## src/rtl/bp_pkg.sv

```systemverilog
// bp_pkg: shared types for the branch-prediction path (FSM state, in-flight entry,
// outcome encoding used by both the 2-bit predictor and the resolve tracker).
package bp_pkg;

  localparam int BP_PC_W = 32;

  // Outcome encoding shared with the predictor's result input
  localparam logic TAKEN     = 1'b1;
  localparam logic NOT_TAKEN = 1'b0;

  typedef logic [0:0] bp_state_t;
  localparam bp_state_t RUN   = 1'b0;
  localparam bp_state_t FLUSH = 1'b1;

  typedef struct packed {
    logic [BP_PC_W-1:0] pc;
    logic               taken;
  } bp_entry_t;

  // Mispredict test in terms of the shared outcome encoding
  function automatic logic bp_is_miss(input logic pred_taken, input logic actual_taken);
    logic miss;
    if ((pred_taken == TAKEN) && (actual_taken == NOT_TAKEN)) begin
      miss = 1'b1;
    end else if ((pred_taken == NOT_TAKEN) && (actual_taken == TAKEN)) begin
      miss = 1'b1;
    end else begin
      miss = 1'b0;
    end
    return miss;
  endfunction

endpackage

```

## src/rtl/bp_inflight_fifo.sv

```systemverilog
// bp_inflight_fifo: DEPTH-entry circular buffer of in-flight predictions with a
// synchronous clear that takes priority over push/pop.
module bp_inflight_fifo #(
  parameter int DEPTH = 8,
  parameter int W     = 33
) (
  input  logic                   clk,
  input  logic                   rst_n,
  input  logic                   clr,
  input  logic                   push,
  input  logic [W-1:0]           push_data,
  input  logic                   pop,
  output logic [W-1:0]           head_data,
  output logic [$clog2(DEPTH):0] count,
  output logic                   full,
  output logic                   empty
);

  localparam int AW = $clog2(DEPTH);

  logic [AW-1:0] wr_ptr_r;
  logic [AW-1:0] rd_ptr_r;
  logic [AW:0]   count_r;
  logic [W-1:0]  mem_r [DEPTH];
  logic          push_ok_s;
  logic          pop_ok_s;

  assign full      = (count_r == (AW+1)'(DEPTH));
  assign empty     = (count_r == (AW+1)'(0));
  assign push_ok_s = push && !full;
  assign pop_ok_s  = pop && !empty;
  assign head_data = mem_r[rd_ptr_r];
  assign count     = count_r;

  // Pointer and occupancy bookkeeping; pointers wrap naturally since DEPTH is a power of 2
  always_ff @(posedge clk or negedge rst_n) begin
    if (!rst_n) begin
      wr_ptr_r <= AW'(0);
      rd_ptr_r <= AW'(0);
      count_r  <= (AW+1)'(0);
    end else if (clr) begin
      wr_ptr_r <= AW'(0);
      rd_ptr_r <= AW'(0);
      count_r  <= (AW+1)'(0);
    end else begin
      if (push_ok_s) begin
        wr_ptr_r <= wr_ptr_r + AW'(1);
      end
      if (pop_ok_s) begin
        rd_ptr_r <= rd_ptr_r + AW'(1);
      end
      case ({push_ok_s, pop_ok_s})
        2'b10:   count_r <= count_r + (AW+1)'(1);
        2'b01:   count_r <= count_r - (AW+1)'(1);
        default: count_r <= count_r;
      endcase
    end
  end

  // Entry storage; contents behind the pointers are don't-care, so no reset
  always_ff @(posedge clk) begin
    if (push_ok_s && !clr) begin
      mem_r[wr_ptr_r] <= push_data;
    end
  end

endmodule

```

## src/rtl/bp_resolve_tracker.sv

```systemverilog
// bp_resolve_tracker: in-order tracker of in-flight branch predictions; emits predictor
// updates, mispredict pulses, wrong-path flush and statistics. Option: BP_PC_CHECK_EN.
module bp_resolve_tracker
  import bp_pkg::*;
#(
  parameter int DEPTH = 8,
  parameter int PC_W  = 32,
  parameter int CNT_W = 16
) (
  input  logic                   clk,
  input  logic                   rst_n,
  input  logic                   pred_valid,
  output logic                   pred_ready,
  input  logic                   pred_taken,
  input  logic [PC_W-1:0]        pred_pc,
  input  logic                   res_valid,
  output logic                   res_ready,
  input  logic                   res_taken,
  input  logic [PC_W-1:0]        res_pc,
  output logic                   upd_valid,
  output logic                   upd_taken,
  output logic [PC_W-1:0]        upd_pc,
  output logic                   mispredict,
  output logic [$clog2(DEPTH):0] occupancy,
  output logic [CNT_W-1:0]       branch_cnt,
  output logic [CNT_W-1:0]       miss_cnt,
  output logic                   pc_err
);

  localparam int OCC_W = $clog2(DEPTH) + 1;
  localparam logic [CNT_W-1:0] CNT_MAX = {CNT_W{1'b1}};

  bp_state_t        state_r;
  bp_state_t        state_nxt_s;
  logic             run_s;
  logic             fifo_full_s;
  logic             fifo_empty_s;
  logic             push_fire_s;
  logic             res_fire_s;
  logic             miss_s;
  logic             fifo_push_s;
  logic             fifo_pop_s;
  logic             fifo_clr_s;
  logic [PC_W:0]    wr_data_s;
  logic [PC_W:0]    head_data_s;
  logic [PC_W-1:0]  head_pc_s;
  logic             head_taken_s;
  logic [OCC_W-1:0] occ_s;

  logic             upd_valid_r;
  logic             upd_taken_r;
  logic [PC_W-1:0]  upd_pc_r;
  logic             mispredict_r;
  logic [CNT_W-1:0] branch_cnt_r;
  logic [CNT_W-1:0] miss_cnt_r;

  assign run_s        = (state_r == RUN);
  assign pred_ready   = !fifo_full_s && run_s;
  assign res_ready    = !fifo_empty_s && run_s;
  assign push_fire_s  = pred_valid && pred_ready;
  assign res_fire_s   = res_valid && res_ready;
  assign head_pc_s    = head_data_s[PC_W:1];
  assign head_taken_s = head_data_s[0];
  assign miss_s       = res_fire_s && bp_is_miss(head_taken_s, res_taken);

  // A mispredicting resolve drops any same-cycle push and empties the buffer at once
  assign fifo_push_s = push_fire_s && !miss_s;
  assign fifo_pop_s  = res_fire_s && !miss_s;
  assign fifo_clr_s  = miss_s || (state_r == FLUSH);
  assign wr_data_s   = {pred_pc, pred_taken};

  bp_inflight_fifo #(
    .DEPTH (DEPTH),
    .W     (PC_W + 1)
  ) u_fifo (
    .clk       (clk),
    .rst_n     (rst_n),
    .clr       (fifo_clr_s),
    .push      (fifo_push_s),
    .push_data (wr_data_s),
    .pop       (fifo_pop_s),
    .head_data (head_data_s),
    .count     (occ_s),
    .full      (fifo_full_s),
    .empty     (fifo_empty_s)
  );

  // RUN/FLUSH sequencing: FLUSH lasts exactly one cycle
  always_comb begin
    state_nxt_s = state_r;
    case (state_r)
      RUN: begin
        if (miss_s) begin
          state_nxt_s = FLUSH;
        end else begin
          state_nxt_s = RUN;
        end
      end
      FLUSH:   state_nxt_s = RUN;
      default: state_nxt_s = RUN;
    endcase
  end

  // State register
  always_ff @(posedge clk or negedge rst_n) begin
    if (!rst_n) begin
      state_r <= RUN;
    end else begin
      state_r <= state_nxt_s;
    end
  end

  // Registered update towards the predictor; upd_taken/upd_pc hold between pulses
  always_ff @(posedge clk or negedge rst_n) begin
    if (!rst_n) begin
      upd_valid_r  <= 1'b0;
      upd_taken_r  <= 1'b0;
      upd_pc_r     <= '0;
      mispredict_r <= 1'b0;
    end else begin
      upd_valid_r  <= res_fire_s;
      mispredict_r <= miss_s;
      if (res_fire_s) begin
        upd_taken_r <= res_taken;
        upd_pc_r    <= head_pc_s;
      end
    end
  end

  // Saturating accuracy statistics
  always_ff @(posedge clk or negedge rst_n) begin
    if (!rst_n) begin
      branch_cnt_r <= '0;
      miss_cnt_r   <= '0;
    end else begin
      if (res_fire_s && (branch_cnt_r != CNT_MAX)) begin
        branch_cnt_r <= branch_cnt_r + CNT_W'(1);
      end
      if (miss_s && (miss_cnt_r != CNT_MAX)) begin
        miss_cnt_r <= miss_cnt_r + CNT_W'(1);
      end
    end
  end

`ifdef BP_PC_CHECK_EN
  logic pc_err_r;

  // Sticky mismatch between the resolving PC and the tracked head PC
  always_ff @(posedge clk or negedge rst_n) begin
    if (!rst_n) begin
      pc_err_r <= 1'b0;
    end else if (res_fire_s && (res_pc != head_pc_s)) begin
      pc_err_r <= 1'b1;
    end
  end

  assign pc_err = pc_err_r;
`else
  logic unused_res_pc_s;
  assign unused_res_pc_s = ^res_pc;
  assign pc_err          = 1'b0;
`endif

  assign upd_valid  = upd_valid_r;
  assign upd_taken  = upd_taken_r;
  assign upd_pc     = upd_pc_r;
  assign mispredict = mispredict_r;
  assign occupancy  = occ_s;
  assign branch_cnt = branch_cnt_r;
  assign miss_cnt   = miss_cnt_r;

endmodule
```

## config.mk

```make
export PLATFORM = sky130hd
export DESIGN_NAME = bp_resolve_tracker
export DESIGN_NICKNAME = d
export VERILOG_FILES = /design/src/rtl/bp_pkg.sv /design/src/rtl/bp_inflight_fifo.sv /design/src/rtl/bp_resolve_tracker.sv
export SDC_FILE = /design/constraint.sdc
export NUM_CORES = 1
export LEC_CHECK = 0
export CORE_MARGIN = 10
export CORE_UTILIZATION = 56
export DETAILED_ROUTE_END_ITERATION = 8
export GPL_TIMING_DRIVEN = 1
export PLACE_DENSITY = 0.79
export SLEW_MARGIN = 5
export SYNTH_ARGS = -nofsm -noshare
export SYNTH_HDL_FRONTEND = slang
export SYNTH_SLANG_ARGS = --single-unit
```

## constraint.sdc

```tcl
create_clock -name clk -period 7.7 [get_ports clk]
set_input_delay 1.54 -clock clk [delete_from_list [all_inputs] [get_ports clk]]
set_output_delay 1.54 -clock clk [all_outputs]
set_load 0.02 [all_outputs]
```

==> results of run 1 <==
-- per-stage QoR --
| stage | setup slack, ns | instances | instance area, sq um | total power [mW] |
|---|---|---|---|---|
| finish | 3.74 | 1204 | 16100 | 5.78 |
| global placement | 3.65 | 1139 | 15000 | 4.10 |
| CTS | 3.63 | 1203 | 16100 | 5.84 |
| detailed placement | 3.58 | 1139 | 15000 | 4.17 |
| floorplan | 1.44 | 734 | 13500 | 3.57 |
| global route | 3.34 | 1204 | 16100 | 6.06 |
-- kinds of logic (layout without fill, tap and decap cells) --
kind of cell | Yosys count | in the layout | share of synthesized area
adders and majority gates | 7 | 7 | 0.00706
and+or+nand+nor | 146 | 146 | 0.0567
muxes | 109 | 109 | 0.143
other | 1 | 2 | 0.000278
AOI/OAI and AO/OA | 53 | 53 | 0.0234
xor gates and xnor gates | 33 | 33 | 0.0214
DFF | 342 | 342 | 0.733
buffers and inverters | 43 | 193 | 0.0152
-- state kept, by name (all words and copies together), names as in the netlist --
signal           count
branch_cnt          16
mispredict           1
miss_cnt            16
state_r              1
u_fifo.count         4
u_fifo.mem_r       264
u_fifo.rd_ptr_r      3
u_fifo.wr_ptr_r      3
upd_pc              32
upd_taken            1
upd_valid            1
-- area by class of cell --
type | count | area, sq um | share of cell area
Timing Repair Buffer | 121 | 1180 | 0.0734
Multi-Input combinational cell | 349 | 3460 | 0.215
Antenna cell | 1 | 2.50 | 0.000155
Sequential cell | 342 | 9890 | 0.614
Clock inverter | 16 | 166 | 0.0103
Tap cell | 319 | 399 | 0.0248
Inverter | 8 | 30.0 | 0.00187
Clock buffer | 48 | 966 | 0.0600
-- power by group --
group	leakage, nW	switching [mW]	internal, mW
logic	1.56	0.837	0.724
clock network	0.565	0.668	0.986
registers	3.38	0.239	2.32
total	5.50	1.74	4.03
-- metal layers --
layer | routed length (um) | GRT usage | share of wire | vias up
met2 | 13500 | 0.298 | 0.49 | 235
met4 | 496 | 0.0505 | 0.018 | 4
met5 | 22 | 0 | 0.00080 | -
met3 | 2000 | 0.0491 | 0.073 | 46
li1 | - | - | - | 3123
met1 | 11300 | 0.228 | 0.41 | 3655
-- critical path: stages (launching register included) --
cell,delay (ns)
dfrtp_4,0.71
buf_4,0.82
mux2i_1,0.20
a22oi_2,0.21
and3_1,0.41
mux2i_4,0.26
nor4b_2,0.34
buf_4,0.55
-- worst min-delay path by stage --
stage | from | end | cells past startpoint
after floorplan | state_r | u_fifo.rd_ptr_r[1] | 2
after global placement | upd_pc[10] | upd_pc[10] | 2
after detailed placement | upd_pc[31] | upd_pc[31] | 2
after CTS | upd_pc[31] | upd_pc[31] | 2
after global routing | upd_pc[31] | upd_pc[31] | 2
final | upd_pc[27] | upd_pc[27] | 2
-- layout by cell type (no fill, tap or decap), drive strengths merged, types with 3 or more instances in the layout --
master / count
clkbuf: 48
and2: 3
inv: 11
mux4: 64
nand4: 11
nor2: 18
nor2b: 3
nor3: 11
clkinv: 10
xnor2: 19
and4: 3
ha: 6
a21oi: 7
clkdlybuf4s50: 109
bufinv: 3
nor4: 3
mux2i: 41
nand3: 22
nor4b: 3
mux2: 4
dfrtp: 78
edfxtp: 264
xor2: 14
nand2: 59
o21ai: 33
buf: 12
==> flow_metrics.env, run 1 <==
export IMPL_outcome="finished clean"
export IMPL_crit_path_max_fanout=48
export IMPL_grt_antenna_before_repair=4
export IMPL_first_pass_iters=5
export IMPL_synth_most_common_cell="edfxtp_1"
export IMPL_ir_drop_uv=256
export IMPL_area_growth_pct=19.4
export IMPL_synth_largest_area_cell="edfxtp_1"
export IMPL_cap_violations=0
export IMPL_clkSinkCount=342
export IMPL_worstPathRequired_ns=7.84
export IMPL_grt_pass1_wl_mm=42.9
export IMPL_ctsResizeCount=0
export IMPL_clk_pin_slew_ns=0.06
export IMPL_synth_edf_count=264
export IMPL_p_leak_nw=5.50
export IMPL_synth_cells=734
export IMPL_synth_ff_type="edfxtp_1"
export IMPL_yosysUniqueCellTypes=53
export IMPL_overflow=0
export IMPL_die_x_um=175
export IMPL_ys_seq_area_frac=0.733
export IMPL_synth_common_cells="edfxtp_1, dfrtp_1, mux4_2"
export IMPL_synth_nets=811
export IMPL_min_period_over_period=0.514
export IMPL_dieArea_sq_um=30700
export IMPL_cts_buffers=35
export IMPL_worstSetupEndpoint="u_fifo.mem_r[5][4]"
export IMPL_fp_row_count=56
export IMPL_ctsHoldBuffers=0
export IMPL_fill_cells=1573
export IMPL_cts_tree="done"
export IMPL_syn_avg_cell_area_sq_um=18.4
export IMPL_ys_warn_count=0
export IMPL_drive_gt1_frac=0.180
export IMPL_crit_reg2reg_launch="u_fifo.rd_ptr_r[0]"
export IMPL_final_core_util=0.684
export IMPL_layout_min_cycle_time_ns=3.96
export IMPL_powerDensity_nw_per_um2=359
export IMPL_end_kind="flip-flop"
export IMPL_rsz0062_at_grt="no"
export IMPL_vias=7063
export IMPL_grt_use_total=0.179
export IMPL_slew_headroom=0.278
export IMPL_yosysTopAreaCellShare=0.588
export IMPL_regToRegSetupSlack_ns=3.74
export IMPL_setup_violations=0
export IMPL_antenna_left=0
export IMPL_clk_latency_ns=0.52
export IMPL_dp_hpwl_mm=15.5
export IMPL_htree_levels=2
export IMPL_final_hold_viol_count=0
export IMPL_cp_startpoint="u_fifo.rd_ptr_r[0]"
export IMPL_ys_top_cells_by_area="edfxtp_1, dfrtp_1, mux4_2, mux2i_1, nand2_1"
export IMPL_worstMarginPinSlew_ns=1.08
export IMPL_core_area_sq_um=23500
export IMPL_post_drt_via_cell_ratio=5.87
export IMPL_worstSetupStartpointType="flip-flop"
export IMPL_hold_slack_ns=0.478
export IMPL_fmax_ghz=0.252
export IMPL_num_io_pins=144
export IMPL_fin_skew_ns=0.0231
export IMPL_slew_violations=0
export IMPL_synthArstFlopShare=0.228
export IMPL_die_height_um=175
export IMPL_first_global_vias=7508
export IMPL_arrival_ns=4.10
export IMPL_fin_tns_setup_ns=0
export IMPL_place_gp_congestion=0.846
export IMPL_routed_wl_mm=27.4
export IMPL_r2r_cells=7
export IMPL_grt_max_degree=79
export IMPL_synth_area_sq_um=13500
export IMPL_critPathKind="reg2reg"
export IMPL_postCtsSetupBuffers=0
export IMPL_drc_errors=0
export IMPL_clk_path_buf_depth=3
export IMPL_port_buffer_count=110
export IMPL_hold_class="reg2reg"
export IMPL_post_drt_wl_per_cell_um=22.8
export IMPL_drt_initial_drc_count=656
export IMPL_r2r_end="u_fifo.mem_r[5][4]"
export IMPL_initial_core_util=0.572
export IMPL_synth_seq_cells=342
export IMPL_final_nets=934
export IMPL_cts_root_buf="clkbuf_16"
(Power assumes the default switching activity.)
==> inputs of run 2 (changes only) <==
--- a/config.mk
+++ b/config.mk
@@ -6,10 +6,10 @@
 export NUM_CORES = 1
 export LEC_CHECK = 0
 export CORE_MARGIN = 10
-export CORE_UTILIZATION = 56
+export CORE_UTILIZATION = 51
 export DETAILED_ROUTE_END_ITERATION = 8
 export GPL_TIMING_DRIVEN = 1
-export PLACE_DENSITY = 0.79
+export PLACE_DENSITY = 0.76
 export SLEW_MARGIN = 5
 export SYNTH_ARGS = -nofsm -noshare
 export SYNTH_HDL_FRONTEND = slang
==> constraint.sdc (replaced) <==
create_clock -name clk -period 3.4 [get_ports clk]
set_input_delay 0.68 -clock clk [delete_from_list [all_inputs] [get_ports clk]]
set_output_delay 0.68 -clock clk [all_outputs]
set_load 0.02 [all_outputs]
==> run 2 against run 1 <==
Flip-flop and latch count unchanged. Critical path depth decreased by 4. Clock-buffer cell count rose by 3. Register-to-register slack got worse by 3.2 ns. Die area is 8.7% higher. First-iteration DRC count is 3.4% higher. Largest cell class unchanged. Clock skew rose by 0.0018 ns. Combinational power up 140%. Power up 130%. Sequential share of layout area down 0.94 points.
==> flow_metrics.env, run 2 (same netlist as run 1, synthesis figures left out) <==
export IMPL_outcome="finished clean"
export IMPL_final_nets=953
export IMPL_ctsHoldBuffers=0
export IMPL_postCtsSetupBuffers=0
export IMPL_die_height_um=183
export IMPL_dp_hpwl_mm=16.4
export IMPL_final_hold_viol_count=0
export IMPL_place_gp_congestion=0.792
export IMPL_p_leak_nw=5.61
export IMPL_die_x_um=183
export IMPL_final_core_util=0.627
export IMPL_clk_path_buf_depth=3
export IMPL_port_buffer_count=110
export IMPL_worstMarginPinSlew_ns=0.982
export IMPL_fill_cells=1799
export IMPL_first_pass_iters=5
export IMPL_fp_row_count=59
export IMPL_end_kind="output port"
export IMPL_crit_path_max_fanout=7
export IMPL_worstSetupStartpointType="flip-flop"
export IMPL_critPathSlowestCell="or4_4"
export IMPL_slew_violations=0
export IMPL_top_register="u_fifo.mem_r"
export IMPL_drive_gt1_frac=0.192
export IMPL_fin_skew_ns=0.0249
export IMPL_cp_startpoint="u_fifo.count[1]"
export IMPL_htree_levels=2
export IMPL_ctsResizeCount=0
export IMPL_num_io_pins=144
export IMPL_mostFrequentLayoutCells="edfxtp_1, clkdlybuf4s50_1, dfrtp_1"
export IMPL_worstPathRequired_ns=2.72
export IMPL_clkSinkCount=342
export IMPL_slew_headroom=0.345
export IMPL_grt_use_total=0.163
export IMPL_antenna_left=0
export IMPL_overflow=0
export IMPL_routed_wl_mm=27.1
export IMPL_grt_pass1_wl_mm=42.7
export IMPL_fmax_ghz=0.330
export IMPL_post_drt_via_cell_ratio=5.68
export IMPL_arrival_ns=2.35
export IMPL_ir_drop_uv=676
export IMPL_area_growth_pct=21.3
export IMPL_largest_reg_flops=264
export IMPL_initial_core_util=0.517
export IMPL_cpPeakStageDelay_ns=0.63
export IMPL_drc_errors=0
export IMPL_critPathKind="reg2out"
export IMPL_final_common_cell="edfxtp_1"
export IMPL_first_global_vias=7322
export IMPL_vias=7038
export IMPL_min_period_over_period=0.891
export IMPL_hold_class="in2async"
export IMPL_fin_ws_ns=0.371
export IMPL_cts_root_buf="clkbuf_16"
export IMPL_hold_slack_ns=0.316
export IMPL_drt_initial_drc_count=678
export IMPL_grt_max_degree=71
export IMPL_cts_tree="done"
export IMPL_crit_reg2reg_launch="u_fifo.rd_ptr_r[2]"
export IMPL_post_drt_wl_per_cell_um=21.8
export IMPL_dpl_worst_slack_ns=0.191
export IMPL_setup_violations=0
export IMPL_cts_buffers=36
export IMPL_powerDensity_nw_per_um2=810
export IMPL_clk_pin_slew_ns=0.06
export IMPL_grt_antenna_before_repair=2
export IMPL_core_area_sq_um=26100
export IMPL_clk_latency_ns=0.54
export IMPL_rsz0062_at_grt="no"
export IMPL_cap_violations=0
export IMPL_layout_min_cycle_time_ns=3.03
export IMPL_dieArea_sq_um=33300
export IMPL_crit_chain="or4_4 -> and2_1 -> clkdlybuf4s50_1"
run 2: power by group:
group	total [mW]	internal [mW]	leakage (nW)	switching, mW
Sequential	5.68	5.25	3.38	0.433
Combinational	3.75	1.71	1.66	2.04
Clock	3.81	2.22	0.572	1.59
Total	13.2	9.18	5.61	4.06
run 2: final timing paths:
path | endpoint | slack, ns | depth (start not counted)
setup / recovery | res_ready | 0.37 | 3
min in group clk | upd_pc[30] | 0.48 | 2
hold / removal | miss_cnt[5] | 0.32 | 1
setup reg to reg | u_fifo.count[3] | 0.54 | 11
hold reg to reg | upd_pc[30] | 0.48 | 2
max in group asynchronous | u_fifo.rd_ptr_r[0] | 2.36 | 1
run 2: through the flow:
stage,instances,area (sq um),setup TNS (ns),total power [mW]
2_1_floorplan,734,13600,-74.73,8.12
3_5_place_dp,1173,15200,0,9.56
3_3_place_gp,1173,15200,0,9.46
4_1_cts,1239,16300,0,13.4
5_1_grt,1239,16300,0,13.9
6_report,1240,16300,0,13.2
run 2: final cells by class:
class	instances	area, sq um	share of cell area
tap	335	419	0.0256
clock buffer	51	987	0.0604
antenna	1	2.50	0.000153
inverter	8	30.0	0.00184
timing repair buffer	139	1320	0.0805
clock inverter	15	189	0.0116
sequential	342	9890	0.605
multi-input combinational	349	3510	0.215
run 2: layer usage:
| metal | vias up | GRT usage | wire length, um |
|---|---|---|---|
| li1 | 3161 | - | - |
| met1 | 3585 | 0.222 | 11600 |
| met2 | 241 | 0.255 | 12800 |
| met3 | 47 | 0.0447 | 2170 |
| met4 | 4 | 0.0407 | 435 |
| met5 | - | 0 | 27 |
run 2: worst max-delay path, delay by kind of cell (launching register included):
kind	cells	cell delay [ns]
DFF	1	0.47
buffers and inverters	1	0.53
and+or+nand+nor	2	0.81
